==> src/rtl/pad_output_sequencer.sv <==
// Output-enable sequencer for a pad cell: pre-drive setup, post-release hold,
// and attribute updates applied only while the pad is released.
module pad_output_sequencer #(
    parameter int                 PADATTR    = 16,
    parameter int                 SETUP_CYC  = 2,
    parameter int                 HOLD_CYC   = 1,
    parameter int                 SETTLE_CYC = 2,
    parameter logic [PADATTR-1:0] RST_ATTR   = '0
) (
    input  logic               clk_i,
    input  logic               rst_i,
    input  logic               data_i,
    input  logic               oe_req_i,
    input  logic [PADATTR-1:0] attr_i,
    input  logic               attr_valid_i,
    output logic               attr_ready_o,
    output logic               pad_in_o,
    output logic               pad_oe_o,
    output logic [PADATTR-1:0] pad_attributes_o,
    output logic               busy_o
);
    localparam int MAX_SH  = (SETUP_CYC > HOLD_CYC) ? SETUP_CYC : HOLD_CYC;
    localparam int MAX_CYC = (MAX_SH > SETTLE_CYC) ? MAX_SH : SETTLE_CYC;
    localparam int CW      = (MAX_CYC < 1) ? 1 : $clog2(MAX_CYC + 1);

    localparam logic [CW-1:0] SETUP_L     = CW'(SETUP_CYC);
    localparam logic [CW-1:0] HOLD_LAST   = (HOLD_CYC > 0) ? CW'(HOLD_CYC - 1) : '0;
    localparam logic [CW-1:0] SETTLE_LAST = (SETTLE_CYC > 0) ? CW'(SETTLE_CYC - 1) : '0;

    localparam logic [2:0] S_IDLE    = 3'd0;
    localparam logic [2:0] S_SETUP   = 3'd1;
    localparam logic [2:0] S_DRIVE   = 3'd2;
    localparam logic [2:0] S_RELEASE = 3'd3;
    localparam logic [2:0] S_ATTR    = 3'd4;

    logic [2:0]    state;
    logic [CW-1:0] cnt;
    logic [CW-1:0] cnt_inc;

    assign cnt_inc      = (&cnt) ? cnt : cnt + CW'(1);
    assign attr_ready_o = (state == S_IDLE);
    assign busy_o       = (state != S_IDLE);

    always_ff @(posedge clk_i) begin
        if (rst_i) begin
            state            <= S_IDLE;
            cnt              <= '0;
            pad_in_o         <= 1'b0;
            pad_oe_o         <= 1'b0;
            pad_attributes_o <= RST_ATTR;
        end else begin
            case (state)
                S_IDLE: begin
                    pad_in_o <= data_i;
                    cnt      <= '0;
                    // Attribute update takes priority over a simultaneous OE request.
                    if (attr_valid_i) begin
                        pad_attributes_o <= attr_i;
                        if (SETTLE_CYC > 0) state <= S_ATTR;
                    end else if (oe_req_i) begin
                        if (SETUP_CYC == 0) begin
                            state    <= S_DRIVE;
                            pad_oe_o <= 1'b1;
                        end else begin
                            state <= S_SETUP;
                            cnt   <= CW'(1);
                        end
                    end
                end
                S_SETUP: begin
                    pad_in_o <= data_i;
                    if (!oe_req_i) begin
                        state <= S_IDLE;
                        cnt   <= '0;
                    end else if (cnt >= SETUP_L) begin
                        state    <= S_DRIVE;
                        pad_oe_o <= 1'b1;
                        cnt      <= '0;
                    end else begin
                        cnt <= cnt_inc;
                    end
                end
                S_DRIVE: begin
                    // On release, pad_in_o keeps its last driven value.
                    if (oe_req_i) begin
                        pad_in_o <= data_i;
                    end else begin
                        pad_oe_o <= 1'b0;
                        cnt      <= '0;
                        state    <= (HOLD_CYC > 0) ? S_RELEASE : S_IDLE;
                    end
                end
                S_RELEASE: begin
                    if (cnt >= HOLD_LAST) begin
                        state <= S_IDLE;
                        cnt   <= '0;
                    end else begin
                        cnt <= cnt_inc;
                    end
                end
                S_ATTR: begin
                    pad_in_o <= data_i;
                    if (cnt >= SETTLE_LAST) begin
                        state <= S_IDLE;
                        cnt   <= '0;
                    end else begin
                        cnt <= cnt_inc;
                    end
                end
                default: begin
                    state    <= S_IDLE;
                    cnt      <= '0;
                    pad_oe_o <= 1'b0;
                end
            endcase
        end
    end
endmodule

==> config.mk <==
export PLATFORM = sky130hd
export DESIGN_NAME = pad_output_sequencer
export DESIGN_NICKNAME = d
export VERILOG_FILES = /design/src/rtl/pad_output_sequencer.sv
export SDC_FILE = /design/constraint.sdc
export NUM_CORES = 1
export LEC_CHECK = 0
export BUFFER_PORTS_ARGS = -buffer_cell sky130_fd_sc_hd__buf_2
export CORE_MARGIN = 4
export CORE_UTILIZATION = 25
export DETAILED_ROUTE_END_ITERATION = 6
export GPL_TIMING_DRIVEN = 0
export SLEW_MARGIN = 20
export SYNTH_ARGS = -nofsm -noshare
export SYNTH_HDL_FRONTEND = slang
export SYNTH_SLANG_ARGS = --single-unit
==> constraint.sdc <==
create_clock -name clk_i -period 1.65 [get_ports clk_i]
set_clock_uncertainty 0.05 [all_clocks]
set_input_delay 0.0825 -clock clk_i [delete_from_list [all_inputs] [get_ports clk_i]]
set_output_delay 0.0825 -clock clk_i [all_outputs]
set_load 0.01 [all_outputs]
==> impl_metrics.py, run 1 <==
metrics = {
    "run_status": {
        "outcome": "finished, final reports clean",
    },
    "sta": {
        "fin_crit_ns": 1.54,
        "hold_viol": 0,
        "totalNegativeSetupSlack_ns": 0,
        "setup_viol": 0,
        "maxSlewViolCount": 0,
        "period_share_pct": 93.2,
        "fin_ws_ns": 0.112,
        "fmax_mhz": 650,
        "worstMarginPinSlew_ns": 0.472,
        "rsz0062_at_grt": "false",
        "relSlewSlack_pct": 68.5,
    },
    "placement": {
        "globalplace.congestion": 0.802,
        "hpwl_um": 1750,
        "pre_cts_slack_ns": 0.0971,
        "portBuffers": 40,
    },
    "clock_network": {
        "h-tree-depth": 1,
        "cts_root_buf": "clkbuf_8",
        "cts_tree": "built",
        "clk_pin_slew_ns": 0.08,
        "cts_setup_buffers": 0,
        "clk_path_buf_depth": 2,
        "cts_sinks": 23,
        "cts_buffers": 3,
        "clk-insertion-delay-late_ns": 0.26,
    },
    "layout": {
        "num-nets-final": 199,
        "final_common_cell": "buf_2",
        "fillCellCount": 413,
        "area_growth_pct": 45.1,
        "drive_gt1_share_pct": 28.8,
        "final_util_pct": 38.4,
        "diodes": 0,
        "final_cell_mix": "buf_2, nand2_1, dfxtp_1, a21oi_1, dlygate4sd3_1",
    },
    "global_route": {
        "grt_pass1_wl_um": 4370,
        "grt_start_max_net_pins": 14,
        "antenna_found_initial": 0,
        "grt_pass1_vias": 971,
        "grt-ovfl-total": 0,
        "grt_usage_pct": 10.8,
    },
    "pwr": {
        "power.leakage_nw": 0.649,
        "p_per_area_mw_per_mm2": 870,
        "vdd.ir_drop.worst_v": 0.000558,
    },
    "logic_synthesis": {
        "synth_seq_area_share_pct": 46.5,
        "synth_top_cell_by_area": "dfxtp_1",
        "yosys.area.top_type_share_pct": 46.5,
        "syn_area_um2": 991,
        "synth.avg_cell_area_um2": 8.33,
        "syn_inst": 119,
        "synth_fp_nets": 140,
        "synth_seq_cells": 23,
        "synthTopCellsByArea": "dfxtp_1, nand2_1, a21oi_1, and3b_1, o21ai_0",
        "ys_warn_count": 0,
        "netlist-cell-type-count": 29,
    },
    "worst_setup_path": {
        "r2r_slack_ns": 0.11,
        "critPathTopFamily": "simple AND/OR/NAND/NOR gates",
        "worst_r2r_startpoint": "state[0]",
        "cp-startpoint": "state[0]",
        "cp_slowest_stage_delay_ns": 0.52,
        "cp.depth": 5,
        "rr_worst_depth": 5,
        "cp_num_buf_inv": 2,
        "critPathSlowestCell": "or4b_1",
        "cp.required_ns": 1.74,
        "critPathMaxFanout": 10,
        "path_class": "register to register",
        "crit_arrival_ns": 1.62,
        "start_kind": "register",
        "reg2reg_to": "pad_attributes_o[12]",
        "crit_end": "pad_attributes_o[12]",
        "crit_chain": "or4b_1 > buf_2 > buf_6 > nand2_1 > a21oi_1",
        "end_kind": "register",
    },
    "job": {
        "maxCapViolCount": 0,
    },
    "die": {
        "num_rows": 22,
        "chipHeight_um": 71.0,
        "die_w_um": 71.0,
        "start_util_pct": 26.5,
        "core_area_mm2": 0.00374,
        "io_pins": 41,
        "die_area_mm2": 0.00504,
    },
    "routing": {
        "vias": 1049,
        "drt_pass1_iterations": 4,
        "routed_via_density": 4.66,
        "ant_nets": 0,
        "drtIter0Drc": 42,
        "drt-total-wl_um": 2620,
        "routed_wire_length_per_instance_um": 11.6,
        "drc_errors": 0,
    },
    "worst_hold_path": {
        "hold_class": "primary input to register",
    },
}
registers in the layout, indices dropped and copies added (netlist names):
register and flops:
cnt 2, pad_attributes_o 16, pad_in_o 1, pad_oe_o 1, state 3
synth_stat cells:
library cell and instances:
or4b_1 2, o211a_1 1, nor3b_1 1, a211oi_1 1, a21oi_1 17, nor4b_4 1
a221oi_1 1, nor4_1 1, and2b_1 1, nand2_1 33, nor2_1 2, nor4b_1 1
a31oi_1 3, dfxtp_1 23, o22a_1 1, o21ai_0 5, inv_1 4, a211o_1 1
a21boi_0 1, clkbuf_1 3, a21oi_2 1, or3_1 1, or2_1 1, nand3b_1 2
buf_6 2, buf_2 3, nor3_1 2, o31a_1 1, and3b_1 3
per-layer routing:
layer | global-route usage, % | vias to the layer above | wire length, µm
li1 | - | 527 | -
met2 | 17.5 | 34 | 1260
met3 | 3.41 | 4 | 169
met1 | 13.1 | 484 | 1160
met5 | 0 | - | 0
met4 | 4.59 | 0 | 31
tightest hold or removal path, delay by kind of cell:
kind	cells	cell delay, ns
AO/OA/AOI/OAI	1	0.05
buffers and inverters	1	0.10
AND/OR/NAND/NOR	1	0.05
worst min path at each step:
| stage | startpoint | end | slack, ns | depth (start not counted) |
|---|---|---|---|---|
| floorplan | rst_i | cnt[1] | 0.11 | 1 |
| global placement | attr_i[5] | pad_attributes_o[5] | 0.28 | 3 |
| detailed placement | attr_i[5] | pad_attributes_o[5] | 0.28 | 3 |
| CTS | rst_i | cnt[1] | 0.0001 | 2 |
| global route | attr_i[9] | pad_attributes_o[9] | 0.01 | 3 |
| finish | attr_i[9] | pad_attributes_o[9] | 0.005 | 3 |
cells by family (layout without fill, tap and decap cells):
group	count (synthesis)	in the layout	synth area share [%]
buffers and inverters	12	70	6.44
and+or+nand+nor	51	51	27.1
DFF	23	23	46.5
AOI/OAI and AO/OA	33	33	20.0
report_power, final:
| part | switching [mW] | internal, mW | leakage (nW) |
|---|---|---|---|
| Sequential | 0.0246 | 0.596 | 0.189 |
| Combinational | 0.145 | 0.135 | 0.435 |
| Clock | 0.181 | 0.169 | 0.0255 |
timing repair:
| action | 4_1_cts | 5_1_grt |
|---|---|---|
| hold buffers | 14 | 0 |
| gates resized for setup | 0 | 0 |
| setup endpoints to repair | 0 | 3 |
| hold endpoints to repair | 14 | 0 |
metrics by stage:
| step | area, µm² | total power, mW | hold WS (ns) | cells |
|---|---|---|---|---|
| after floorplan | 991 | 0.791 | 0.109 | 119 |
| after global placement | 1250 | 0.892 | 0.277 | 207 |
| after detailed placement | 1250 | 0.893 | 0.281 | 207 |
| after CTS | 1440 | 1.28 | 0.000109 | 225 |
| after global routing | 1440 | 1.33 | 0.0120 | 225 |
| final | 1440 | 1.25 | 0.00485 | 225 |
cell type report:
class                      count  area [µm²]  area share [%]
clock inverter                 1        5.00           0.348
timing repair buffer          54         340            23.7
multi-input combinational     84         467            32.5
inverter                       4        15.0            1.04
buffer                         8        48.8            3.39
tap                           48        60.1            4.18
sequential                    23         460            32.0
clock buffer                   3        41.3            2.87
(Power assumes the default switching activity.)
==> run 2: changes to the inputs <==
--- a/config.mk
+++ b/config.mk
@@ -8,5 +8,5 @@
 export BUFFER_PORTS_ARGS = -buffer_cell sky130_fd_sc_hd__buf_2
 export CORE_MARGIN = 4
-export CORE_UTILIZATION = 25
+export CORE_UTILIZATION = 35
 export DETAILED_ROUTE_END_ITERATION = 6
 export GPL_TIMING_DRIVEN = 0
==> constraint.sdc (replaced) <==
create_clock -name clk_i -period 1.65 [get_ports clk_i]
set_clock_uncertainty 0.05 [all_clocks]
set_input_delay 0.165 -clock clk_i [delete_from_list [all_inputs] [get_ports clk_i]]
set_output_delay 0.165 -clock clk_i [all_outputs]
set_load 0.01 [all_outputs]
==> run 2 against run 1 <==
Net effect: final cell count shrank 14%; sequential share of layout area increased by 4.5 points; worst setup slack lost 0.049 ns; design area is 12% lower; combinational power down 8.2%; wire length is 11% lower; register-to-register slack is essentially flat; largest power group unchanged.
==> impl_metrics.py, run 2 (same netlist as run 1, synthesis figures left out) <==
metrics = {
    "run_status": {
        "outcome": "finished, final reports clean",
    },
    "die": {
        "io_pins": 41,
        "start_util_pct": 36.2,
        "die_w_um": 61.2,
        "core_area_mm2": 0.00273,
        "die_area_mm2": 0.00375,
        "chipHeight_um": 61.2,
        "num_rows": 19,
    },
    "sta": {
        "fin_crit_ns": 1.59,
        "relSlewSlack_pct": 68.7,
        "worstMarginPinSlew_ns": 0.469,
        "maxSlewViolCount": 0,
        "setup_viol": 0,
        "period_share_pct": 96.2,
        "fmax_mhz": 630,
        "hold_viol": 0,
        "totalNegativeSetupSlack_ns": 0,
        "rsz0062_at_grt": "false",
    },
    "worst_setup_path": {
        "path_class": "register to output pin",
        "crit_chain": "buf_6 > or3_4 > inv_1 > buf_2",
        "critPathSlowestCell": "or3_4",
        "cp_slowest_stage_delay_ns": 0.37,
        "critPathMaxFanout": 10,
        "cp.required_ns": 1.43,
        "end_kind": "output pin",
        "start_kind": "register",
        "crit_arrival_ns": 1.37,
    },
    "global_route": {
        "antenna_found_initial": 0,
        "grt_pass1_vias": 797,
        "busiest_layer": "met2",
        "grt-ovfl-total": 0,
        "grt_usage_pct": 12.4,
        "grtUsageMet3_pct": 2.52,
        "grt_use_met1_pct": 16.9,
        "grt_start_max_net_pins": 14,
        "grt_util_met2_pct": 18.9,
        "grt_pass1_wl_um": 3460,
    },
    "routing": {
        "drc_errors": 0,
        "routed_via_density": 5.03,
        "routed_wire_length_per_instance_um": 12.0,
        "drt_pass1_iterations": 4,
        "vias": 975,
        "drtIter0Drc": 51,
        "drt-total-wl_um": 2330,
        "ant_nets": 0,
    },
    "pwr": {
        "p_per_area_mw_per_mm2": 898,
        "p_clk_share_pct": 22.5,
        "p_sw_mw": 0.330,
        "p_seq_share_pct": 54.8,
        "vdd.ir_drop.worst_v": 0.000531,
        "p_int_mw": 0.805,
        "swShare_pct": 29.1,
        "power.leakage_nw": 0.582,
        "combPwrFrac_pct": 22.7,
    },
    "clock_network": {
        "cts_buffers": 3,
        "hold_buffers": 0,
        "cts_setup_buffers": 0,
        "clk_path_buf_depth": 2,
        "cts_tree": "built",
        "cts_sinks": 23,
        "h-tree-depth": 1,
        "clk-insertion-delay-late_ns": 0.30,
        "cts_root_buf": "clkbuf_4",
        "clk_pin_slew_ns": 0.13,
    },
    "layout": {
        "final_common_cell": "buf_2",
        "drive_gt1_share_pct": 32.5,
        "num-nets-final": 185,
        "area_growth_pct": 27.5,
        "regMostFlops": "pad_attributes_o",
        "diodes": 0,
        "largest_reg_flops": 16,
        "top_regs": "pad_attributes_o (16), state (3), cnt (2)",
        "final_util_pct": 46.2,
        "final_cell_mix": "buf_2, nand2_1, dfxtp_1, a21oi_1, o21ai_0",
        "layoutNonFillerInstCount": 194,
    },
    "placement": {
        "dp_cells": 190,
        "hpwl_um": 1750,
        "globalplace.congestion": 0.906,
        "portBuffers": 40,
    },
    "worst_hold_path": {
        "hold_class": "primary input to register",
    },
    "job": {
        "maxCapViolCount": 0,
    },
}
run 2: cell count changes in the layout (fill, tap and decap cells not counted):
| cell | previous run | this run |
|---|---|---|
| dfxtp_2 | 0 | 1 |
| or3_1 | 1 | 0 |
| dlygate4sd3_1 | 14 | 0 |
| or3_4 | 0 | 1 |
| clkbuf_4 | 0 | 3 |
| clkbuf_8 | 3 | 0 |
| dfxtp_1 | 23 | 22 |
run 2: path summary, 6_finish.rpt:
path / start / to / slack (ns) / cells past startpoint
worst max-delay path: state[2] / attr_ready_o / 0.06 / 4
worst min-delay path: attr_i[2] / pad_attributes_o[2] / 0.03 / 3
worst max register to register: state[0] / pad_attributes_o[12] / 0.10 / 5
worst min register to register: pad_attributes_o[2] / pad_attributes_o[2] / 0.41 / 2
run 2: metrics by stage:
step | area (µm²) | hold WS, ns | total power, mW | setup WS [ns]
floorplan | 991 | 0.191 | 0.791 | 0.222
global placement | 1230 | 0.356 | 0.883 | 0.137
detailed placement | 1230 | 0.360 | 0.891 | 0.107
CTS | 1260 | 0.0170 | 1.15 | 0.0391
global route | 1260 | 0.0236 | 1.21 | 0.00567
finish | 1260 | 0.0315 | 1.13 | 0.0630
run 2: layout make-up:
type / instances / area (µm²)
Sequential cell: 23 / 462
Clock inverter: 1 / 5.00
Inverter: 4 / 15.0
Clock buffer: 3 / 22.5
Fill cell: 284 / 1470
Multi-Input combinational cell: 84 / 472
Timing Repair Buffer: 40 / 200
Buffer: 8 / 48.8
Tap cell: 31 / 38.8
run 2: what timing repair did:
action / in CTS / in global routing
endpoints found under the setup margin: 0 / 8
resized for setup: 0 / 2
endpoints found under the hold margin: 0 / 0
run 2: metal layers:
layer	wire, µm	vias up
met4	17	0
met2	1090	30
met3	165	2
met5	0	-
li1	-	498
met1	1060	445
run 2: worst max-delay path, delay by kind of cell, from the launching register on:
kind,cells,cell delay (ns)
buffers and inverters,3,0.34
DFF,1,0.35
and+or+nand+nor,1,0.37
run 2: power by group through the flow:
stage | sequential [mW] | combinational [mW] | clock [mW]
after floorplan | 0.647 | 0.144 | 0
after global placement | 0.632 | 0.251 | 0
after detailed placement | 0.635 | 0.256 | 0
after CTS | 0.622 | 0.257 | 0.271
after global routing | 0.628 | 0.289 | 0.288
final | 0.622 | 0.257 | 0.255
